**src/rtl/mux_arb_pkg.sv**
```systemverilog
// -----------------------------------------------------------------------------
// mux_arb_pkg
// Shared types and helpers for the round-robin mux arbiter.
//   arb_state_t : arbiter FSM states (ARB = free arbitration, LOCK = stall hold)
//   N_REQ_DEF   : default requester count
//   W_DEF       : default data width
//   wrap_inc()  : index + 1 modulo n, valid for non-power-of-2 n
// Build option used by the arbiter: MUX_RR_ARB_OUT_REG_EN
// -----------------------------------------------------------------------------
package mux_arb_pkg;

    typedef enum logic [0:0] {ARB, LOCK} arb_state_t;

    localparam int N_REQ_DEF = 4;
    localparam int W_DEF     = 8;

    // idx is always in 0..n-1, so a compare replaces the modulo.
    function automatic int wrap_inc(input int idx, input int n);
        return (idx >= n - 1) ? 0 : idx + 1;
    endfunction

endpackage

```
**src/rtl/rr_prio_pick.sv**
```systemverilog
// -----------------------------------------------------------------------------
// rr_prio_pick
// Combinational rotating-priority picker. Returns the first set bit of
// req_vld scanning ptr, ptr+1, ... N_REQ-1, 0, ... ptr-1.
// Ports:
//   req_vld [N_REQ]  in   per-requester valid
//   ptr     [SEL_W]  in   highest-priority index (0..N_REQ-1)
//   winner  [SEL_W]  out  selected index (0 when nothing is valid)
//   any     [1]      out  at least one requester valid
// -----------------------------------------------------------------------------
module rr_prio_pick #(
    parameter int N_REQ = 4,
    parameter int SEL_W = $clog2(N_REQ)
) (
    input  logic [N_REQ-1:0] req_vld,
    input  logic [SEL_W-1:0] ptr,
    output logic [SEL_W-1:0] winner,
    output logic             any
);

    int               idx;
    logic [SEL_W-1:0] idx_s;

    // Scan from the lowest priority to the highest so the last hit wins.
    always_comb begin
        winner = '0;
        idx    = 0;
        idx_s  = '0;
        any    = |req_vld;
        for (int k = N_REQ - 1; k >= 0; k--) begin
            idx = int'(ptr) + k;
            if (idx >= N_REQ) begin
                idx = idx - N_REQ;
            end
            idx_s = SEL_W'(idx);
            if (req_vld[idx_s]) begin
                winner = idx_s;
            end
        end
    end

endmodule

```
**src/rtl/mux_rr_arbiter.sv**
```systemverilog
// -----------------------------------------------------------------------------
// mux_rr_arbiter
// Round-robin arbiter driving a shared N-way mux between N_REQ valid/ready
// producers and one consumer. Holds the select stable across a stalled
// transfer and rotates priority after every completed handshake.
// Build option: MUX_RR_ARB_OUT_REG_EN adds a one-entry output register
// (1-cycle latency, FSM stays in ARB); undefined gives a zero-latency path.
// Ports:
//   clk, rst              clock, async active-high reset
//   req_vld  [N_REQ]      per-requester valid
//   req_data [N_REQ][W]   per-requester data
//   req_rdy  [N_REQ]      per-requester ready (one-hot or zero)
//   out_vld, out_data[W]  consumer side valid/data
//   out_src  [SEL_W]      index of the requester on out_data
//   out_rdy               consumer ready
// -----------------------------------------------------------------------------
module mux_rr_arbiter
    import mux_arb_pkg::*;
#(
    parameter int N_REQ = N_REQ_DEF,
    parameter int W     = W_DEF,
    parameter int SEL_W = $clog2(N_REQ)
) (
    input  logic                     clk,
    input  logic                     rst,
    input  logic [N_REQ-1:0]         req_vld,
    input  logic [N_REQ-1:0][W-1:0]  req_data,
    output logic [N_REQ-1:0]         req_rdy,
    output logic                     out_vld,
    output logic [W-1:0]             out_data,
    output logic [SEL_W-1:0]         out_src,
    input  logic                     out_rdy
);

    arb_state_t       state;
    arb_state_t       state_nxt;
    logic [SEL_W-1:0] ptr;
    logic [SEL_W-1:0] winner;
    logic [SEL_W-1:0] grant;
    logic             any;
    logic             hs;

    rr_prio_pick #(
        .N_REQ (N_REQ),
        .SEL_W (SEL_W)
    ) u_pick (
        .req_vld (req_vld),
        .ptr     (ptr),
        .winner  (winner),
        .any     (any)
    );

    always_ff @(posedge clk or posedge rst) begin
        if (rst) begin
            state <= ARB;
        end else begin
            state <= state_nxt;
        end
    end

    always_ff @(posedge clk or posedge rst) begin
        if (rst) begin
            ptr <= '0;
        end else if (hs) begin
            ptr <= SEL_W'(wrap_inc(int'(grant), N_REQ));
        end
    end

`ifdef MUX_RR_ARB_OUT_REG_EN

    logic             full;
    logic             take;
    logic [W-1:0]     data_q;
    logic [SEL_W-1:0] src_q;

    // The register absorbs consumer stalls, so the requester side never
    // needs the select frozen; LOCK is never entered.
    always_comb begin
        state_nxt = ARB;
    end

    assign take  = !rst && any && (state == ARB) && (!full || out_rdy);
    assign grant = winner;
    assign hs    = take;

    always_comb begin
        req_rdy = '0;
        if (take) begin
            req_rdy[winner] = 1'b1;
        end
    end

    always_ff @(posedge clk or posedge rst) begin
        if (rst) begin
            full   <= 1'b0;
            data_q <= '0;
            src_q  <= '0;
        end else if (take) begin
            full   <= 1'b1;
            data_q <= req_data[winner];
            src_q  <= winner;
        end else if (out_rdy) begin
            full   <= 1'b0;
        end
    end

    assign out_vld  = full;
    assign out_data = data_q;
    assign out_src  = src_q;

`else

    logic [SEL_W-1:0] sel_q;
    logic [SEL_W-1:0] sel;

    // Outputs are forced to zero while rst is high so no handshake can be
    // seen during reset even though the path is combinational.
    always_comb begin
        sel      = (state == LOCK) ? sel_q : winner;
        out_vld  = !rst && req_vld[sel];
        out_data = rst ? '0 : req_data[sel];
        out_src  = rst ? '0 : sel;
        req_rdy  = '0;
        if (out_vld) begin
            req_rdy[sel] = out_rdy;
        end
    end

    assign grant = sel;
    assign hs    = out_vld && out_rdy;

    // A dropped valid in LOCK returns to ARB without a transfer.
    always_comb begin
        state_nxt = state;
        case (state)
            ARB:     if (out_vld && !out_rdy)         state_nxt = LOCK;
            LOCK:    if (out_rdy || !req_vld[sel_q])  state_nxt = ARB;
            default:                                  state_nxt = ARB;
        endcase
    end

    always_ff @(posedge clk or posedge rst) begin
        if (rst) begin
            sel_q <= '0;
        end else if (state == ARB && state_nxt == LOCK) begin
            sel_q <= winner;
        end
    end

`endif

endmodule

```
**config.mk**
```make
export PLATFORM = sky130hd
export DESIGN_NAME = mux_rr_arbiter
export DESIGN_NICKNAME = d
export VERILOG_FILES = /design/src/rtl/mux_arb_pkg.sv /design/src/rtl/rr_prio_pick.sv /design/src/rtl/mux_rr_arbiter.sv
export SDC_FILE = /design/constraint.sdc
export NUM_CORES = 1
export LEC_CHECK = 0
export BUFFER_PORTS_ARGS = -buffer_cell sky130_fd_sc_hd__buf_2
export CORE_MARGIN = 2
export CORE_UTILIZATION = 43
export DETAILED_ROUTE_END_ITERATION = 8
export PLACE_DENSITY = 0.84
export SLEW_MARGIN = 20
export SYNTH_ARGS = -nofsm -noshare
export SYNTH_HDL_FRONTEND = slang
export SYNTH_HIERARCHICAL = 1
export SYNTH_SLANG_ARGS = --single-unit
```
**constraint.sdc**
```tcl
create_clock -name clk -period 6.2 [get_ports clk]
set_clock_uncertainty 0.1 [all_clocks]
set_input_delay 0.31 -clock clk [delete_from_list [all_inputs] [get_ports clk]]
set_output_delay 0.31 -clock clk [all_outputs]
set_load 0.01 [all_outputs]
```
* After elaboration in Yosys (flattened, before gate mapping) *
Cells that the tools add are included.

operators by class
  add/sub/neg operators = 8
  equal/unequal tests = 0
  bitwise operators = 2
  mux-type cells = 32
  $mul = 0
  shifts and indexed selects = 0
  divide/modulo/power cells = 0
  magnitude comparators = 12
  reduce and logical (&&, ||, !) cells = 9

operator list
  kind                                                                    number
  2-bit 2-to-1 mux                                                        11
  2-bit by 3-bit < comparator with 1-bit output (second input constant)   6
  8-bit binary-select mux with 2-bit select                               1
  8-bit 2-to-1 mux                                                        2
  1-bit binary-select mux with 2-bit select                               6
  3-bit >= comparator (second input constant)                             3
  1-bit 2-to-1 mux                                                        9
  2-bit by 1-bit subtractor with 2-bit output (second input constant)     4
  2-bit by 2-bit adder with 3-bit output (second input constant)          2
  1-bit logical AND                                                       5
  4-bit AND                                                               1
  4-bit 2-to-1 mux                                                        1
  2-bit by 1-bit adder with 3-bit output (second input constant)          1
  2-bit by 3-bit >= comparator with 1-bit output (second input constant)  1
  1-bit logical NOT                                                       3
  2-bit by 1-bit adder with 2-bit output (second input constant)          1
  1-bit demux with 2-bit select                                           1
  2-bit by 1-bit >= comparator with 1-bit output (second input constant)  1
  2-bit >= comparator (second input constant)                             1
  1-bit case mux with 2 select lines                                      1
  1-bit logical OR                                                        1
  1-bit NOT                                                               1

word-level totals
  bits of input ports = 39
  RAM bits = 0
  output and inout port bits = 15
  flip-flop bits (word level) = 5
  memories kept = 0
  bits in latches = 0
  logic and storage cells = 66
  ROM bits = 0

* Depth between registers and ports, before layout *
Gate-level depths: netlist (run 1).

  word-level depth = 17
  depth in mapped cells = 10
  gate-level depth less buffers = 9

* Cells and area by module *
Netlist (run 1), hierarchy kept.

modules (own cells, without submodules)
  module          instances  area each (um^2)  cells each  seq. area each (um^2)
  mux_rr_arbiter  1          669.4             61          125.1
  rr_prio_pick    1          77.6              13          0.0

* Least setup slack after synthesis (run 1) *
No wires, ideal clock.

  path type = reg2out
  start = register ptr[1]
  end = output out_data[0]
  path slack = 3.804 ns
  stages on the path, launching flop included = 8
  data arrival time = 1.986 ns
  buffers on the path = 1
  data required time = 5.790 ns
  cells stage by stage = dfrtp_1 > nand2b_1 > a21oi_1 > a211oi_2 > mux2i_1 > buf_2 > mux4_2 > and2_1

on the way
  word-level cells in the longest chain between the ends = 13
  elaborated cells on any way between the ends = 31
  those cells by class = add/sub (7); order compare (4); mux (20)

RTL lines
  what                                                                                line                                    text
  from (decl)                                                                         mux_rr_arbiter.sv:37                    logic [SEL_W-1:0] ptr;
  from (signal assigned)                                                              mux_rr_arbiter.sv:65                    ptr <= SEL_W'(wrap_inc(int'(grant), N_REQ));
  2-bit by 2-bit adder with 3-bit output                                              rr_prio_pick.sv:31                      idx = int'(ptr) + k;
  3-bit >= comparator or 2-bit by 1-bit subtractor with 2-bit output (tied branches)  rr_prio_pick.sv:32, rr_prio_pick.sv:33
  2-bit 2-to-1 mux                                                                    rr_prio_pick.sv:32                      if (idx >= N_REQ) begin
  1-bit binary-select mux with 2-bit select                                           rr_prio_pick.sv:36                      if (req_vld[idx_s]) begin
  1-bit 2-to-1 mux (implied by the code)                                              rr_prio_pick.sv:36
  2-bit 2-to-1 mux (3 in series)                                                      rr_prio_pick.sv:36
  2-bit 2-to-1 mux (*)                                                                rr_prio_pick.sv:36
  via winner[0]                                                                       mux_rr_arbiter.sv:38                    logic [SEL_W-1:0] winner;
  2-bit 2-to-1 mux (*)                                                                mux_rr_arbiter.sv:119                   sel = (state == LOCK) ? sel_q : winner;
  8-bit binary-select mux with 2-bit select (*)                                       mux_rr_arbiter.sv:121                   out_data = rst ? '0 : req_data[sel];
  8-bit 2-to-1 mux (implied by the code) (*)                                          mux_rr_arbiter.sv:121
  8-bit 2-to-1 mux (*)                                                                mux_rr_arbiter.sv:121
  to (decl)                                                                           mux_rr_arbiter.sv:30                    output logic [W-1:0] out_data,

Mark *: on every way through the listed nets, which the timed path passes. The rest lies on a longest branch. The select of a mux whose other input is x is not followed.

* Worst setup path in the final report (run 1) *
  start = register ptr[1]
  end = output req_rdy[0]

on the way
  word-level cells in the longest chain between the ends = 16
  elaborated cells on any way between the ends = 38
  those cells by class = add/sub (7); order compare (6); mux (22); bitwise (1); reduce/logical (2)

RTL lines
  what                                                                                                                                   line                                    text
  2-bit by 2-bit adder with 3-bit output                                                                                                 rr_prio_pick.sv:31
  3-bit >= comparator or 2-bit by 1-bit subtractor with 2-bit output (tied branches)                                                     rr_prio_pick.sv:32, rr_prio_pick.sv:33
  2-bit 2-to-1 mux                                                                                                                       rr_prio_pick.sv:32
  1-bit binary-select mux with 2-bit select                                                                                              rr_prio_pick.sv:36
  1-bit 2-to-1 mux (implied by the code)                                                                                                 rr_prio_pick.sv:36
  2-bit 2-to-1 mux (3 in series)                                                                                                         rr_prio_pick.sv:36
  2-bit 2-to-1 mux (*)                                                                                                                   rr_prio_pick.sv:36
  via winner[0]                                                                                                                          mux_rr_arbiter.sv:38
  2-bit 2-to-1 mux (*)                                                                                                                   mux_rr_arbiter.sv:119
  2-bit by 3-bit < comparator with 1-bit output (implied by the code) or 2-bit by 1-bit >= comparator with 1-bit output (tied branches)  mux_rr_arbiter.sv:125                   req_rdy[sel] = out_rdy;
  1-bit logical AND (implied by the code)                                                                                                mux_rr_arbiter.sv:125
  1-bit 2-to-1 mux (implied by the code)                                                                                                 mux_rr_arbiter.sv:125
  1-bit demux with 2-bit select                                                                                                          mux_rr_arbiter.sv:125
  4-bit AND (no line)                                                                                                                    -
  4-bit 2-to-1 mux (*)                                                                                                                   mux_rr_arbiter.sv:124                   if (out_vld) begin
  to (decl)                                                                                                                              mux_rr_arbiter.sv:28                    output logic [N_REQ-1:0] req_rdy,

Marked as above.

==> out/results.ini, run 1 <==
[grt]
overflow=0
grt_pass1_wl_mm=2.91
grt_start_max_net_pins=14
gr-usage-all-layers_pct=19.7
antenna_found_initial=0
first_global_vias=692

[min_path]
hold_class=in2reg

[synthesis]
yosysWarnings=6
syn-instance-count=73
synthesis.nets=116
syn-cell-area_um2=743
syn_avg_cell_area_um2=10.2

[detailed_routing]
drt-met1-wl_um=681
wl_met2_mm=1.21
drcViolationCount=0
dr.max_layer_used=met4
vias=786
met3_length_um=119
final_antenna_net_count=0
drtIter0Drc=14
wire_per_inst_um=13.9
via_per_inst=5.42
dr.pass1.iters=4
drt_wl_total_mm=2.02

[sta]
rsz0062_at_grt=false
tns_ns=0
hold_viol=0
finalSetupViolCount=0
worstMarginPinSlew_ns=1.01
setup_slack_ns=2.87
fmax_mhz=300
fin_crit_ns=3.33
whs_ns=0.255
slew_headroom_pct=31.5
drv_slew=0
fin_crit_sh_pct=53.7

[die]
core.rowCount=15
pin_count=54
core_area_um2=1670
dieWidth_um=45.6
die-area_um2=2080
die_h_um=45.6
start_util_pct=44.5

[critical_path]
crit_required_ns=5.79
critical_path_buf_inv_count=1
cp-start-kind=flip-flop
crit_type=reg2out
cp_slowest_cell=mux2i_2
crit_family=multiplexers
r2r-start=ptr[1]
crit_start=ptr[1]
cp.arrival_ns=2.92
path_depth=9
crit_path_max_fanout=13
regToRegEndpoint=sel_q[0]
slowest_delay_ns=0.80
cp-endpoint=req_rdy[0]
r2r_cells=8
rrSetupSlack_ns=3.17
cp-end-kind=primary output
cp_cell_sequence=nand2b_1 -> a21oi_1 -> a211oi_2 -> mux2i_2 -> nor2_1 -> o22a_1 -> nor3b_2 -> and2_1 -> buf_2

[power_and_ir_drop]
vdd.ir_drop.worst_uv=247
p_leak_nw=0.550
swShare_pct=42.3
powerDensity_nw_per_um2=365
p_int_uw=221
pwr-share-clk_pct=10.2
pwr-share-seq_pct=19.0
combPwrFrac_pct=70.8
p_sw_uw=162

[clock_tree]
cts_tree=done
cts_buffer_depth=2
clock_sinks=5
h-tree-depth=1
cts_root_buf=clkbuf_4
clkTransAtPathRegs_ns=0.04
cts_inserted_buffers=3
worstSkewPairLatency_ns=0.25

[finish]
area_growth_syn_to_layout_pct=41.2
antennaDiodeCount=0
drive_above_1_share_pct=55.5
fin_util_pct=62.8
fin_nets=172

[placement]
port_buffers=53
place_ws_ns=3.13
place_hpwl_mm=1.64
place_congestion=0.860

[status]
status=finished clean

[run]
maxCapViolCount=0

==> final cells by class <==
| cell class | instances | area [um^2] |
|---|---|---|
| sequential | 5 | 125 |
| multi-input combinational | 62 | 591 |
| timing repair buffer | 54 | 275 |
| inverter | 3 | 11.3 |
| fill | 148 | 621 |
| tap | 17 | 21.3 |
| clock buffer | 4 | 26.3 |
==> how the worst min path moves through the flow <==
| stage | startpoint | to | slack, ns | depth (start not counted) |
|---|---|---|---|---|
| CTS | out_rdy | state | 0.25 | 3 |
| detailed placement | rst | sel_q[0] | 0.26 | 2 |
| global placement | rst | ptr[0] | 0.25 | 2 |
| floorplan | rst | ptr[0] | 0.03 | 1 |
| global route | out_rdy | state | 0.26 | 3 |
| finish | out_rdy | state | 0.26 | 3 |
==> through the flow <==
step	instance area (um^2)	cells	power, mW
floorplan	743	73	0.277
global placement	1010	140	0.335
detailed placement	1010	140	0.344
CTS	1050	145	0.387
global route	1050	145	0.419
finish	1050	145	0.383
==> per-layer routing <==
layer  track usage (%)  vias up
li1                  -      375
met5                 0        -
met2              33.8       31
met1              22.2      378
met3              7.54        2
met4              6.47        0
==> flip-flops by register name, summed over array words and instances (netlist names) <==
signal	flops
state	1
ptr	2
sel_q	2
==> repair_timing <==
| item | CTS | global route |
|---|---|---|
| resized for setup | 0 | 0 |
| hold endpoints to repair | 5 | 0 |
| setup buffers | 0 | 0 |
| hold buffers | 1 | 0 |
==> worst min-delay path: stages <==
cell and delay (ns):
buf_2 0.10, nand3b_1 0.11, nand2_1 0.05
==> placed cells by master (no fill, tap or decap) <==
| cell type | count |
|---|---|
| buf_2 | 53 |
| nand2b_1 | 5 |
| nand2_1 | 2 |
| mux2i_1 | 1 |
| inv_1 | 3 |
| a32oi_1 | 1 |
| and2_1 | 12 |
| nor3b_2 | 1 |
| o32a_1 | 1 |
| a21oi_1 | 2 |
| mux2_1 | 2 |
| or4_4 | 1 |
| a211oi_1 | 1 |
| dfrtp_1 | 5 |
| clkbuf_4 | 3 |
| o22a_1 | 1 |
| nand3b_1 | 1 |
| clkbuf_1 | 1 |
| nor3b_1 | 1 |
| ha_1 | 4 |
| a211oi_2 | 1 |
| mux2_4 | 2 |
| nor2_1 | 12 |
| dlygate4sd3_1 | 1 |
| mux4_2 | 9 |
| mux2i_2 | 1 |
| nor2b_1 | 1 |
==> power by group through the flow <==
stage	Sequential [mW]	Clock [mW]	Combinational, mW
floorplan	0.0631	0	0.214
global placement	0.0711	0	0.264
detailed placement	0.0721	0	0.272
CTS	0.0720	0.0408	0.274
global route	0.0760	0.0429	0.300
finish	0.0727	0.0391	0.271
Note: power is estimated with default switching activity, not from simulation.
==> run 2, diff against run 1 <==
--- a/config.mk
+++ b/config.mk
@@ -7,9 +7,9 @@
 export LEC_CHECK = 0
 export BUFFER_PORTS_ARGS = -buffer_cell sky130_fd_sc_hd__buf_2
 export CORE_MARGIN = 2
-export CORE_UTILIZATION = 43
+export CORE_UTILIZATION = 40
 export DETAILED_ROUTE_END_ITERATION = 8
-export PLACE_DENSITY = 0.84
+export PLACE_DENSITY = 0.79
 export SLEW_MARGIN = 20
 export SYNTH_ARGS = -nofsm -noshare
 export SYNTH_HDL_FRONTEND = slang
==> constraint.sdc (replaced) <==
create_clock -name clk -period 3.46 [get_ports clk]
set_clock_uncertainty 0.1 [all_clocks]
set_input_delay 0.173 -clock clk [delete_from_list [all_inputs] [get_ports clk]]
set_output_delay 0.173 -clock clk [all_outputs]
set_load 0.01 [all_outputs]
==> run 2 against run 1 <==
Effect of this change:
- flip-flop and latch count stayed put
- clock power up 70%
- die area up 6.8%
- via count decreased by 1.9%
- non-clock buffer count is 2 higher
- hold slack worse by 0.14 ns
- first-iteration DRC count down 7.1%
- setup slack worse by 2.2 ns
- utilization fell by 1.3 points
- cell area up 2.4%
- register-to-register slack got worse by 2.3 ns
- power rose by 81%
- critical path type unchanged
- largest cell class unchanged
- highest routed layer is now met3
==> out/results.ini, run 2 (synthesized netlist as in run 1, its figures left out) <==
[grt]
gr-usage-all-layers_pct=17.9  ; -1.8 points
grt_start_max_net_pins=14  ; unchanged
first_global_vias=676  ; -2.3%
grt_pass1_wl_mm=2.78  ; -4.5%
antenna_found_initial=0  ; unchanged
overflow=0  ; unchanged

[die]
start_util_pct=42.6  ; -1.9 points
die-area_um2=2220  ; +6.8%
core.rowCount=15  ; unchanged
pin_count=54  ; unchanged
dieWidth_um=47.1  ; +3.4%
core_area_um2=1750  ; +4.5%
die_h_um=47.1  ; +3.4%

[critical_path]
critical_path_buf_inv_count=2  ; +1
crit_required_ns=3.19  ; -2.60 ns
crit_type=reg2out
crit_path_max_fanout=8  ; -5
cp_slowest_cell=mux4_2
cp-start-kind=flip-flop
slowest_delay_ns=0.51  ; -0.29 ns
crit_family=multiplexers
cp_cell_sequence=nand2b_1 -> a21oi_1 -> a211oi_2 -> mux2i_2 -> buf_4 -> mux4_2 -> and2_1 -> buf_2
cp-end-kind=primary output
cp.arrival_ns=2.55  ; -0.37 ns

[min_path]
hold_class=in2reg

[finish]
area_growth_syn_to_layout_pct=44.6
fill_cells=166  ; +12%
mostFrequentLayoutCells=buf_2 (53), nor2_1 (12), and2_1 (12)
layout_commonest_cell=buf_2
final_area_um2=1070  ; +2.4%
fin_util_pct=61.6  ; -1.3 points
antennaDiodeCount=0  ; unchanged
multiInputGateArea_um2=591  ; unchanged
fin_cells=155  ; +6.9%
seq_area_um2=125  ; unchanged
fin_nets=174  ; +1.2%
drive_above_1_share_pct=56.2  ; +0.69 points
top_regs=ptr (2), sel_q (2), state (1)

[clock_tree]
cts_root_buf=clkbuf_4
clkTransAtPathRegs_ns=0.04  ; about the same
h-tree-depth=1  ; unchanged
cts_tree=done
worstSkewPairLatency_ns=0.24  ; about the same
cts_resized=0  ; unchanged
cts_inserted_buffers=3  ; unchanged
cts_buffer_depth=2  ; unchanged
clock_sinks=5  ; unchanged

[power_and_ir_drop]
p_sw_uw=286  ; +77%
vdd.ir_drop.worst_uv=357  ; +45%
finalPower_uw=694  ; +81%
pwr-share-clk_pct=9.6  ; -0.6 points
swShare_pct=41.2  ; -1.0 points
pwr-share-seq_pct=18.6  ; -0.4 points
p_leak_nw=0.559  ; +1.7%
p_int_uw=408  ; +85%
powerDensity_nw_per_um2=646  ; +77%
combPwrFrac_pct=71.8  ; +1.0 points

[detailed_routing]
vias=771  ; -1.9%
drtIter0Drc=13  ; -1
drcViolationCount=0  ; unchanged
drt_wl_total_mm=1.95  ; -3.6%
via_per_inst=4.97  ; -8.2%
final_antenna_net_count=0  ; unchanged
wire_per_inst_um=12.6  ; -9.8%
dr.pass1.iters=4  ; unchanged

[placement]
place_congestion=0.775  ; -10%
dp.cells=150  ; +7.1%
place_hpwl_mm=1.61  ; -1.8%
port_buffers=53  ; unchanged
placed_cell_area_um2=1040  ; +2.5%

[sta]
fin_crit_ns=2.82
slew_headroom_pct=73.1  ; +42 points
drv_slew=0  ; unchanged
worstMarginPinSlew_ns=0.395  ; -0.612 ns
rsz0062_at_grt=false
hold_viol=0  ; unchanged
fmax_mhz=354
fin_crit_sh_pct=81.6
finalSetupViolCount=0  ; unchanged
tns_ns=0  ; unchanged

[status]
status=finished clean

[run]
maxCapViolCount=0  ; unchanged

-- run 2: layer usage --
metal	share of wire [%]	track usage (%)	routed length, um
met1	40	20.2	784
met2	53	31.8	1040
met3	6.3	7.69	122
met4	0	3.33	0
met5	0	0	0
-- run 2: metrics by stage --
step	worst slack, ns	hold slack (ns)
finish	0.637	0.118
global route	0.446	0.147
CTS	0.610	0.111
detailed placement	0.875	0.117
global placement	0.950	0.105
floorplan	1.08	-0.108
-- run 2: path summary, 6_finish.rpt --
| check | startpoint | slack [ns] | depth (start not counted) | endpoint |
|---|---|---|---|---|
| max in group asynchronous | rst | 2.57 | 3 | ptr[1] |
| min | out_rdy | 0.12 | 3 | state |
| max reg2reg | ptr[1] | 0.89 | 8 | sel_q[0] |
| max | ptr[1] | 0.64 | 8 | out_data[1] |
| min in group asynchronous | rst | 0.43 | 3 | sel_q[0] |
| min reg2reg | ptr[0] | 0.47 | 1 | ptr[0] |
-- run 2: worst register-to-register path: stages, from the launching register on --
cell and delay (ns):
dfrtp_1 0.42, nand2b_1 0.16, a21oi_1 0.20, a211oi_2 0.09
mux2i_2 0.36, nor2_1 0.10, o22a_1 0.25, or4_4 0.47
mux2_4 0.31
-- run 2: repair_timing --
action / in CTS / in global routing
hold buffers: 1 / 0
buffers inserted: 0 / 0
endpoints found under the hold margin: 5 / 0
-- run 2: power groups by stage --
stage / Sequential, mW / Clock, mW / Combinational (mW)
detailed placement: 0.129 / 0 / 0.501
global placement: 0.128 / 0 / 0.488
finish: 0.129 / 0.0666 / 0.499
floorplan: 0.113 / 0 / 0.383
global route: 0.134 / 0.0745 / 0.552
CTS: 0.128 / 0.0697 / 0.504
-- run 2: area by class of cell --
type | count | area share [%]
tap | 25 | 2.91
inverter | 3 | 1.05
clock buffer | 4 | 2.44
timing repair buffer | 56 | 27.0
sequential | 5 | 11.6
multi-input combinational | 62 | 54.9
==> run 3, diff against run 2 <==
==> constraint.sdc (replaced) <==
create_clock -name clk -period 2.9 [get_ports clk]
set_clock_uncertainty 0.1 [all_clocks]
set_input_delay 0.145 -clock clk [delete_from_list [all_inputs] [get_ports clk]]
set_output_delay 0.145 -clock clk [all_outputs]
set_load 0.01 [all_outputs]
==> run 3 against run 2 <==
Effect of this change:
- die area unchanged
- flip-flop and latch count unchanged
- critical path depth is the same
- clock power is 21% higher
- largest power group unchanged
- hold slack lost 0.021 ns
- via count down 1.2%
- cell count grew 0.65%
- global-route usage is 1.5 points lower
- non-clock buffer count grew 1
- count of clock-buffer cells in the layout did not move
==> out/results.ini, run 3 (synthesized netlist as in run 1, its figures left out) <==
[critical_path]
crit_family=compound AO/OA/AOI/OAI gates
cp_slowest_cell=dfrtp_2
crit_required_ns=2.65  ; -0.54 ns
cp-start-kind=flip-flop
cp-end-kind=primary output
crit_type=reg2out
critical_path_buf_inv_count=1  ; -1
slowest_delay_ns=0.43  ; -0.08 ns
cp_cell_sequence=mux2i_1 -> a211oi_2 -> nor2_1 -> o32a_1 -> o22a_1 -> nor3b_4 -> and2_1 -> buf_2
cp.arrival_ns=2.45  ; -0.10 ns
crit_path_max_fanout=6  ; -2

[sta]
slew_headroom_pct=75.1  ; +2.0 points
worstMarginPinSlew_ns=0.372  ; -0.0226 ns
tns_ns=0  ; unchanged
drv_slew=0  ; unchanged
finalSetupViolCount=0  ; unchanged
fmax_mhz=371
rsz0062_at_grt=false
hold_viol=0  ; unchanged
fin_crit_ns=2.70
fin_crit_sh_pct=93.0

[grt]
antenna_found_initial=0  ; unchanged
first_global_vias=659  ; -2.5%
grt_start_max_net_pins=14  ; unchanged
gr-usage-all-layers_pct=16.4  ; -1.5 points
grt_pass1_wl_mm=2.64  ; -5.2%
overflow=0  ; unchanged

[power_and_ir_drop]
p_leak_nw=0.567  ; +1.4%
powerDensity_nw_per_um2=776  ; +20%
vdd.ir_drop.worst_uv=419  ; +17%

[die]
start_util_pct=42.6  ; unchanged
die_h_um=47.1  ; unchanged
core.rowCount=15  ; unchanged
core_area_um2=1750  ; unchanged
pin_count=54  ; unchanged
die-area_um2=2220  ; unchanged
dieWidth_um=47.1  ; unchanged

[clock_tree]
h-tree-depth=1  ; unchanged
worstSkewPairLatency_ns=0.24  ; about the same
cts_inserted_buffers=3  ; unchanged
clock_sinks=5  ; unchanged
clkTransAtPathRegs_ns=0.04  ; about the same
cts_tree=done
cts_root_buf=clkbuf_4
cts_buffer_depth=2  ; unchanged

[finish]
final_area_um2=1100  ; +2.2%
layout_commonest_cell=buf_2
fin_nets=175  ; +0.57%
fill_cells=155  ; -6.6%
drive_above_1_share_pct=57.3  ; +1.1 points
area_growth_syn_to_layout_pct=47.8
top_regs=ptr (2), sel_q (2), state (1)
antennaDiodeCount=0  ; unchanged
mostFrequentLayoutCells=buf_2 (53), nor2_1 (12), and2_1 (12)

[detailed_routing]
dr.pass1.iters=4  ; unchanged
drt_wl_total_mm=1.91  ; -2.2%
drcViolationCount=0  ; unchanged
vias=762  ; -1.2%
via_per_inst=4.88  ; -1.8%
final_antenna_net_count=0  ; unchanged
drtIter0Drc=10  ; -3
wire_per_inst_um=12.2  ; -2.8%

[min_path]
hold_class=in2reg

[run]
maxCapViolCount=0  ; unchanged

[placement]
port_buffers=53  ; unchanged
placed_cell_area_um2=1040  ; unchanged
place_hpwl_mm=1.58  ; -2.1%
place_congestion=0.806  ; +4.1%

[status]
status=finished clean

run 3: cell count changes in the layout (fill, tap and decap cells not counted):
cell	previous run	this run
buf_4	2	3
dfrtp_1	5	4
dfrtp_2	0	1
mux2i_2	1	0
mux2i_4	0	1
nor3b_2	1	0
nor3b_4	0	1
run 3: worst paths after layout:
path | start | end | slack (ns) | cells past startpoint
worst max-delay path | ptr[1] | req_rdy[2] | 0.20 | 8
worst min-delay path | out_rdy | state | 0.1 | 3
worst max register to register | ptr[1] | ptr[0] | 0.29 | 8
worst min register to register | ptr[0] | ptr[0] | 0.47 | 1
max in group asynchronous | rst | ptr[1] | 2.01 | 3
min in group asynchronous | rst | state | 0.40 | 3
run 3: metrics by stage:
stage	util [%]	total power [mW]	hold slack (ns)	worst slack, ns	cells
global route	62.9	0.936	0.105	0.0186	156
detailed placement	59.5	0.747	0.0928	0.322	150
CTS	61.6	0.836	0.0785	0.0862	155
finish	62.9	0.852	0.0971	0.202	156
global placement	59.5	0.739	0.0831	0.360	150
floorplan	-	0.592	-0.136	0.515	73
run 3: routing by layer:
| metal | vias to the layer above | GRT usage (%) | wire length [um] |
|---|---|---|---|
| li1 | 382 | - | - |
| met1 | 357 | 19.6 | 764 |
| met2 | 23 | 29.0 | 1040 |
| met3 | 0 | 6.15 | 102 |
| met4 | 0 | 1.67 | 0 |
| met5 | - | 0 | 0 |
run 3: area by class of cell:
class | count | area [um^2] | area share, %
multi-input combinational | 62 | 606 | 55.1
timing repair buffer | 57 | 298 | 27.1
sequential | 5 | 126 | 11.5
tap | 25 | 31.3 | 2.85
clock buffer | 4 | 26.3 | 2.39
inverter | 3 | 11.3 | 1.03
run 3: repair_timing:
action	4_1_cts	5_1_grt
endpoints found under the setup margin	0	10
buffers inserted	0	1
gates resized for setup	0	3
hold buffers	1	0
endpoints found under the hold margin	5	0
run 3: worst min-delay path: stages:
cell and delay [ns]:
buf_2 0.11, nand3b_1 0.10, nand2_1 0.04
run 3: report_power, final:
group	internal [mW]	switching, mW
Clock	0.0520	0.0288
Combinational	0.344	0.265
Sequential	0.104	0.0573
